File: config.mk
export PLATFORM = sky130hd
export DESIGN_NAME = uart_rx_fifo
export DESIGN_NICKNAME = d
export VERILOG_FILES = /design/src/rtl/uart_pkg.sv /design/src/rtl/uart_fifo_ram.sv /design/src/rtl/uart_rx_fifo.sv
export SDC_FILE = /design/constraint.sdc
export NUM_CORES = 1
export LEC_CHECK = 0
export CORE_ASPECT_RATIO = 0.7
export CORE_MARGIN = 3
export CORE_UTILIZATION = 35
export CTS_CLUSTER_DIAMETER = 60
export DETAILED_ROUTE_END_ITERATION = 16
export SETUP_SLACK_MARGIN = 0.02
export SLEW_MARGIN = 20
export SYNTH_ARGS = -nofsm -noshare
export SYNTH_HDL_FRONTEND = slang
export SYNTH_SLANG_ARGS = --single-unit
File: constraint.sdc
create_clock -name clk -period 7.2 [get_ports clk]
set_input_delay 1.44 -clock clk [delete_from_list [all_inputs] [get_ports clk]]
set_output_delay 1.44 -clock clk [all_outputs]
set_load 0.1 [all_outputs]
File: src/rtl/uart_pkg.sv
// Shared constants and types for the UART blocks: default RX FIFO geometry,
// the line-terminator byte and the per-cycle FIFO decision record.
package uart_pkg;

  localparam int         UART_FIFO_DEPTH = 32;
  localparam logic [7:0] UART_EOL_CHAR   = 8'h0A;
  localparam int         UART_DATA_W     = 8;

  // Per-cycle FIFO decisions, grouped so checkers can bind to one signal.
  typedef struct packed {
    logic push;
    logic pop;
    logic drop;
    logic push_eol;
    logic pop_eol;
  } fifo_op_t;

endpackage

File: src/rtl/uart_fifo_ram.sv
// Simple dual-port storage for the RX FIFO: synchronous write, registered read.
// The read register resets to zero, while the array itself is never reset.
module uart_fifo_ram #(
  parameter int DEPTH = 32,
  parameter int WIDTH = 8,
  localparam int AW   = $clog2(DEPTH)
) (
  input  logic             clk,
  input  logic             reset,
  input  logic             we,
  input  logic [AW-1:0]    wr_addr,
  input  logic [WIDTH-1:0] wr_data,
  input  logic             re,
  input  logic [AW-1:0]    rd_addr,
  output logic [WIDTH-1:0] rd_data
);

  logic [WIDTH-1:0] mem [DEPTH];

  always_ff @(posedge clk) begin
    if (we) begin
      mem[wr_addr] <= wr_data;
    end
  end

  // Read-first: a same-address write in this cycle is not seen until the next read.
  always_ff @(posedge clk) begin
    if (reset) begin
      rd_data <= '0;
    end else if (re) begin
      rd_data <= mem[rd_addr];
    end
  end

endmodule

File: src/rtl/uart_rx_fifo.sv
// Receive FIFO behind a UART receiver: buffers bytes, counts stored line
// terminators and flags bytes dropped while full.
module uart_rx_fifo
  import uart_pkg::*;
#(
  parameter int         DEPTH    = UART_FIFO_DEPTH,
  parameter logic [7:0] EOL_CHAR = UART_EOL_CHAR
) (
  input  logic                   clk,
  input  logic                   reset,
  input  logic [7:0]             uart_data,
  input  logic                   byte_received,
  input  logic                   rd_en,
  output logic [7:0]             rd_data,
  output logic                   rd_valid,
  output logic                   empty,
  output logic                   full,
  output logic [$clog2(DEPTH):0] count,
  output logic [$clog2(DEPTH):0] line_count,
  output logic                   overflow,
  input  logic                   clear_overflow
);

  localparam int AW = $clog2(DEPTH);
  localparam int CW = AW + 1;

  // Handshake: byte_received pushes with no backpressure (dropped when full
  // and no pop coincides); rd_en pops when non-empty, and rd_valid marks the
  // byte on rd_data exactly one cycle later. rd_en while empty is ignored.

  logic [AW-1:0]    wr_ptr;
  logic [AW-1:0]    rd_ptr;
  logic [DEPTH-1:0] eol_flag;
  fifo_op_t         op;

  assign empty = (count == '0);
  assign full  = (count == CW'(DEPTH));

  always_comb begin
    op          = '0;
    op.pop      = rd_en && !empty;
    op.push     = byte_received && (!full || op.pop);
    op.drop     = byte_received && full && !op.pop;
    op.push_eol = op.push && (uart_data == EOL_CHAR);
    op.pop_eol  = op.pop && eol_flag[rd_ptr];
  end

  // One terminator bit per slot so line_count can drop in the pop cycle
  // itself, before the byte leaves the RAM's read register.
  always_ff @(posedge clk) begin
    if (op.push) begin
      eol_flag[wr_ptr] <= (uart_data == EOL_CHAR);
    end
  end

  always_ff @(posedge clk) begin
    if (reset) begin
      wr_ptr     <= '0;
      rd_ptr     <= '0;
      count      <= '0;
      line_count <= '0;
      overflow   <= 1'b0;
      rd_valid   <= 1'b0;
    end else begin
      rd_valid <= op.pop;
      if (op.push) begin
        wr_ptr <= wr_ptr + AW'(1);
      end
      if (op.pop) begin
        rd_ptr <= rd_ptr + AW'(1);
      end
      case ({op.push, op.pop})
        2'b10:   count <= count + CW'(1);
        2'b01:   count <= count - CW'(1);
        default: count <= count;
      endcase
      case ({op.push_eol, op.pop_eol})
        2'b10:   line_count <= line_count + CW'(1);
        2'b01:   line_count <= line_count - CW'(1);
        default: line_count <= line_count;
      endcase
      // A drop wins over a coincident clear so the loss is never hidden.
      if (op.drop) begin
        overflow <= 1'b1;
      end else if (clear_overflow) begin
        overflow <= 1'b0;
      end
    end
  end

  uart_fifo_ram #(
    .DEPTH (DEPTH),
    .WIDTH (UART_DATA_W)
  ) u_ram (
    .clk     (clk),
    .reset   (reset),
    .we      (op.push),
    .wr_addr (wr_ptr),
    .wr_data (uart_data),
    .re      (op.pop),
    .rd_addr (rd_ptr),
    .rd_data (rd_data)
  );

endmodule

==> results.yml <==
cts:
  path_clk_slew_ns: 0.06
  cts.sinks: 320
  post_cts_buffers: 0
  cts_buffer_depth: 3
  cts.hold.buffers_added: 0
  cts_root_buf: "clkbuf_16"
  cts_resized: 0
  clock_latency_ns: 0.51
  htreeDepth: 2
  cts-buffers-inserted: 34
  tritoncts: "yes"
die:
  start_util_pct: 36.2
  dieArea_sq_um: 38800
  fp-row-count: 57
  fp.dieH_microns: 166
  die_x_microns: 234
  coreArea_sq_um: 35300
  pin_count: 37
global_routing:
  antenna_found_initial: 1
  grt_usage_pct: 15.1
  grt_max_degree: 35
  first_global_vias: 6701
  grt-ovfl-total: 0
  grt_pass1_wl_microns: 43700
route:
  ant_nets: 0
  drt_drc_violations_left: 0
  routedWlPerCell_microns: 22.5
  wirelength_microns: 28800
  via_count: 6715
  via_per_inst: 5.26
  drt_first_pass_iters: 4
  drtIter0Drc: 592
timing:
  skew_ns: 0.00977
  fin_crit_ns: 4.40
  worst_pin_slew_ns: 1.11
  timing.slew.headroom_pct: 25.7
  rsz0062_at_grt: "no"
  setup_tns_ns: 0
  final_hold_viol_count: 0
  finalSetupViolCount: 0
  min_period_over_period_pct: 61.1
  max_freq_mhz: 227
  slew_violations: 0
synthesis:
  syn_nets: 759
  syn_inst: 730
  ys_ff_latch: 320
  synthFlopType: "edfxtp_1"
  syn_avg_cell_area_sq_um: 17.5
  syn_area_sq_um: 12800
  synth_cell_types: 54
  yosys_warnings: 0
  synthArstFlopShare_pct: 0
  synth_edf_count: 288
  ys_seq_area_share_pct: 72.8
layout:
  fillCellCount: 3118
  fin_area_sq_um: 14800
  finalNetCount: 809
  final_cell_mix: "288 x edfxtp_1, 78 x nor2_1, 54 x mux2i_1"
  layout_commonest_cell: "edfxtp_1"
  syn_to_final_growth_pct: 16.3
  drive_above_1_share_pct: 15.9
flow_run:
  drv_cap: 0
power_and_ir_drop:
  peakVddDrop_uv: 176
  p_leak_uw: 0.00466
  powerDensity_nw_per_um2: 357
hold_path:
  hold_depth: 1
  hold_path_class: "reg -> reg"
worst_setup_path:
  arrival_ns: 4.79
  path_max_fanout: 33
  critPathLaunchType: "input pin"
  cp_data_required_time_ns: 7.59
  crit_type: "in -> reg"
  worstRegToRegCells: 13
  worstSetupEndpointType: "register"
placed_design:
  place_area_sq_um: 13700
  gp_congestion: 0.782
  io_buffers: 36
  hpwl_microns: 17300
status:
  status: "finished, final reports clean"
[registers in the layout, indices dropped and copies added, names as in the netlist]
register and cells:
eol_flag 32, wr_ptr 5, rd_ptr 5, line_count 6, overflow 1, rd_valid 1, u_ram.mem 256, count 6
u_ram.rd_data 8
[critical path, stage by stage]
cell and delay [ns]:
clkdlybuf4s50_1 0.40, buf_4 0.24, or4_1 0.57, nor2_2 0.18, nand2_1 0.08, ha_1 0.33
ha_1 0.28, or4b_2 0.64, a311o_1 0.28, o311ai_0 0.11, xnor2_1 0.17, nor2_1 0.05
[routing by layer]
metal	vias up	share of wire [%]	GRT usage, %
met3	40	6.9	2.79
met2	217	45	22.4
li1	3009	-	-
met4	0	1.6	3.94
met5	-	0	0
met1	3449	46	23.0
[report_power, final]
group | internal, uW | switching (uW)
sequential | 2090 | 118
combinational | 480 | 827
clock | 1110 | 676
[kinds of logic (layout without fill, tap and decap cells)]
kind of cell	count (synthesis)	in the layout	share of synthesized area, %
adders and majority gates	16	16	1.69
DFF	320	320	72.8
other	0	1	0
and+or+nand+nor	143	143	5.16
xor gates and xnor gates	16	16	1.10
buffers and inverters	47	120	1.53
muxes	103	103	12.8
AOI/OAI and AO/OA	85	85	4.98
[synthesized netlist by cell type (all sizes together), types with 3 or more instances]
cell / instances / share of area (%)
a211oi: 10 / 0.59
a21o: 3 / 0.18
a21oi: 10 / 0.42
a22oi: 18 / 1.1
a32o: 8 / 0.63
buf: 19 / 0.71
clkbuf: 20 / 0.59
dfxtp: 32 / 5.0
edfxtp: 288 / 68
ha: 14 / 1.4
inv: 8 / 0.24
mux2i: 54 / 4.2
mux4: 48 / 8.5
nand2: 23 / 0.68
nand3: 6 / 0.24
nand3b: 4 / 0.24
nand4: 3 / 0.15
nor2: 82 / 2.4
nor2b: 5 / 0.25
o2111ai: 7 / 0.48
o22ai: 15 / 0.74
o31a: 3 / 0.23
or3b: 4 / 0.29
xnor2: 10 / 0.69
xor2: 6 / 0.41
[layout make-up]
class	instances	area [sq um]	area share (%)
flip-flops and latches	320	9290	62.6
multi-input cells	363	3300	22.2
clock buffers	42	945	6.36
well taps	472	591	3.98
repair buffers	53	488	3.29
clock inverters	17	204	1.37
inverters	8	30.0	0.202
diodes	1	2.50	0.0169
[metrics by stage]
stage	util, %	instances	power [uW]	hold WS [ns]	setup WS [ns]
2_1_floorplan	-	730	3220	0.554	2.30
3_3_place_gp	38.8	1216	3550	0.480	2.33
3_5_place_dp	38.8	1216	3560	0.480	2.30
4_1_cts	42.0	1275	5350	0.497	2.78
5_1_grt	42.1	1275	5510	0.525	2.51
6_report	42.1	1276	5300	0.493	2.80
[final timing paths]
kind	startpoint	endpoint	slack (ns)
worst max-delay path	uart_data[5]	line_count[5]$_SDFFE_PP0P_	2.80
worst min-delay path	u_ram.rd_data[6]$_SDFFE_PP0N_	u_ram.rd_data[6]$_SDFFE_PP0N_	0.49
worst max register to register	rd_ptr[0]$_SDFFE_PP0N_	line_count[5]$_SDFFE_PP0P_	2.83
worst min register to register	u_ram.rd_data[6]$_SDFFE_PP0N_	u_ram.rd_data[6]$_SDFFE_PP0N_	0.49
(Power assumes the default switching activity.)
==> edit, RTL diff (same settings) <==
Change the package constant `UART_FIFO_DEPTH` from 32 to 16.
--- a/src/rtl/uart_pkg.sv
+++ b/src/rtl/uart_pkg.sv
@@ -2,7 +2,7 @@
 // the line-terminator byte and the per-cycle FIFO decision record.
 package uart_pkg;
 
-  localparam int         UART_FIFO_DEPTH = 32;
+  localparam int         UART_FIFO_DEPTH = 16;
   localparam logic [7:0] UART_EOL_CHAR   = 8'h0A;
   localparam int         UART_DATA_W     = 8;
 
Interface: changed (resized count and line_count); port bits go from 37 to 35. No check against the original RTL was run, so the function may have changed too.
==> edit against the original RTL <==
Setup slack worse by 0.24 ns. Total power is 45% lower. Sequential cell count is 148 lower. Core utilization is 0.63 points higher. Count of clock-buffer cells in the layout is 25 lower. Cell area is 45% lower. Non-clock buffer count is 5 lower. Synthesized cell count is 40% lower. Synthesized area is 45% lower. Register-to-register slack better by 0.33 ns. Routed wire length is 45% lower. First-iteration DRC count is 38% lower. Critical path type unchanged. Critical endpoint is now line_count[4]$_SDFFE_PP0P_.
==> edit: results (changes against the original RTL) <==
- Clk cell area share: 7.066% (-0.67 points)
- Internal: 0.001864 W (-49%)
- Fin Clk Skew: 0.009287 ns (-0.0004847 ns)
- DR iter-0 viols: 366 (-38%)
- Worst skew pair latency: 0.42 ns (-0.09 ns)
- First-pass GRT wire length: 23.73 mm (-46%)
- Reg-to-reg slack, setup: 3.16 ns (+0.33 ns)
- Placed Cells: 726 (-40%)
- Placer Congestion: 0.7597 (-2.8%)
- H-Tree Depth: 4 (+2)
- Top post-synthesis cells by area: edfxtp_1, dfxtp_1, mux4_2
- Critical Path Fanout Max: 17 (-48%)
- Achievable frequency: 0.2158 GHz (-5.1%)
- Post-synth cell types: 43 (-20%)
- Overall Global Routing Usage: 14.70% (-0.42 points)
- Max Buffers Root-to-Sink: 2 (-1)
- Inverters: 9 (+1)
- Hpwl dp: 10.40 mm (-40%)
- Status: finished, final reports clean
- CLK BUF: 17 (-60%)
- Post-synth EDFFs: 144 (-50%)
- Area of the multi-input gates: 1962 um2 (-40%)
- Multi-input gate share of total cell area: 23.83% (+1.6 points)
- Data arrival time of the worst path: 4.94 ns (+0.15 ns)
- Peak supply drop: 0.2001 mV (+14%)
- Fillers: 1724 (-45%)
- Hold_ws: 0.4968 ns (+0.004089 ns)
- IO buf count: 34 (-5.6%)
- Number of synthesized register bits: 172 (-46%)
- Adder-Cell Fraction of Synth Area: 2.715% (+1.0 points)
- Non-clk bufs: 48 (-9.4%)
- Multi-input combinational cell count: 233 (-36%)
- Via/cell ratio: 5.161 (-1.9%)
- CP startpoint: uart_data[4]
- Layout cells sized above 1: 15.79% (-0.15 points)
- Buffering overhead: 5.349% (+2.1 points)
- Seq/Total Area, Yosys: 69.74% (-3.0 points)
- Crit path max-delay cell type: clkdlybuf4s50_1
- WL per Instance: 20.84 um (-7.5%)
- Mux cell area share after synthesis: 12.24% (-0.55 points)
- Max-Slew Margin vs Limit: 21.85% (-3.8 points)
- Post-route insts no fill: 758 (-41%)
- Hold-critical path depth: 2 (+1)
- Synth Area in Compound Gates: 4.091% (-0.89 points)
- Number of diodes: 0 (-1)
- Vias in the first global route: 3833 (-43%)
- Iteration count of the initial detailed-routing pass: 5 (+1)
- Syn Nets: 467 (-38%)
- Biggest regs: u_ram.mem (128), eol_flag (16), u_ram.rd_data (8)
- Crit-path max cell delay: 0.70 ns (+0.06 ns)
- Sequential power share: 40.9% (-0.8 points)
edit: cell count changes after synthesis, sizes merged, moves of 8 or more:
cell	delta
a211oi	-10
a22o	+8
a22oi	-18
a32o	-8
clkbuf	-10
edfxtp	-144
mux2i	-16
mux4	-28
nand2	-10
nor2	-35
nor3	+11
edit: per-layer routing:
| layer | share of wire, % | track usage (%) |
|---|---|---|
| met3 | 6.4 | 3.595 |
| met2 | 46 | 22.78 |
| met1 | 46 | 20.96 |
| met5 | 0.13 | 0 |
| met4 | 1.0 | 3.516 |
edit: power by group through the flow:
stage / logic (W) / registers, W / clock network (W)
after floorplan: 0.000365 / 0.00147 / 0
after global placement: 0.000814 / 0.00121 / 0
after detailed placement: 0.000827 / 0.00122 / 0
after CTS: 0.000828 / 0.00120 / 0.000909
after global routing: 0.000868 / 0.00120 / 0.000957
final: 0.000827 / 0.00119 / 0.000895
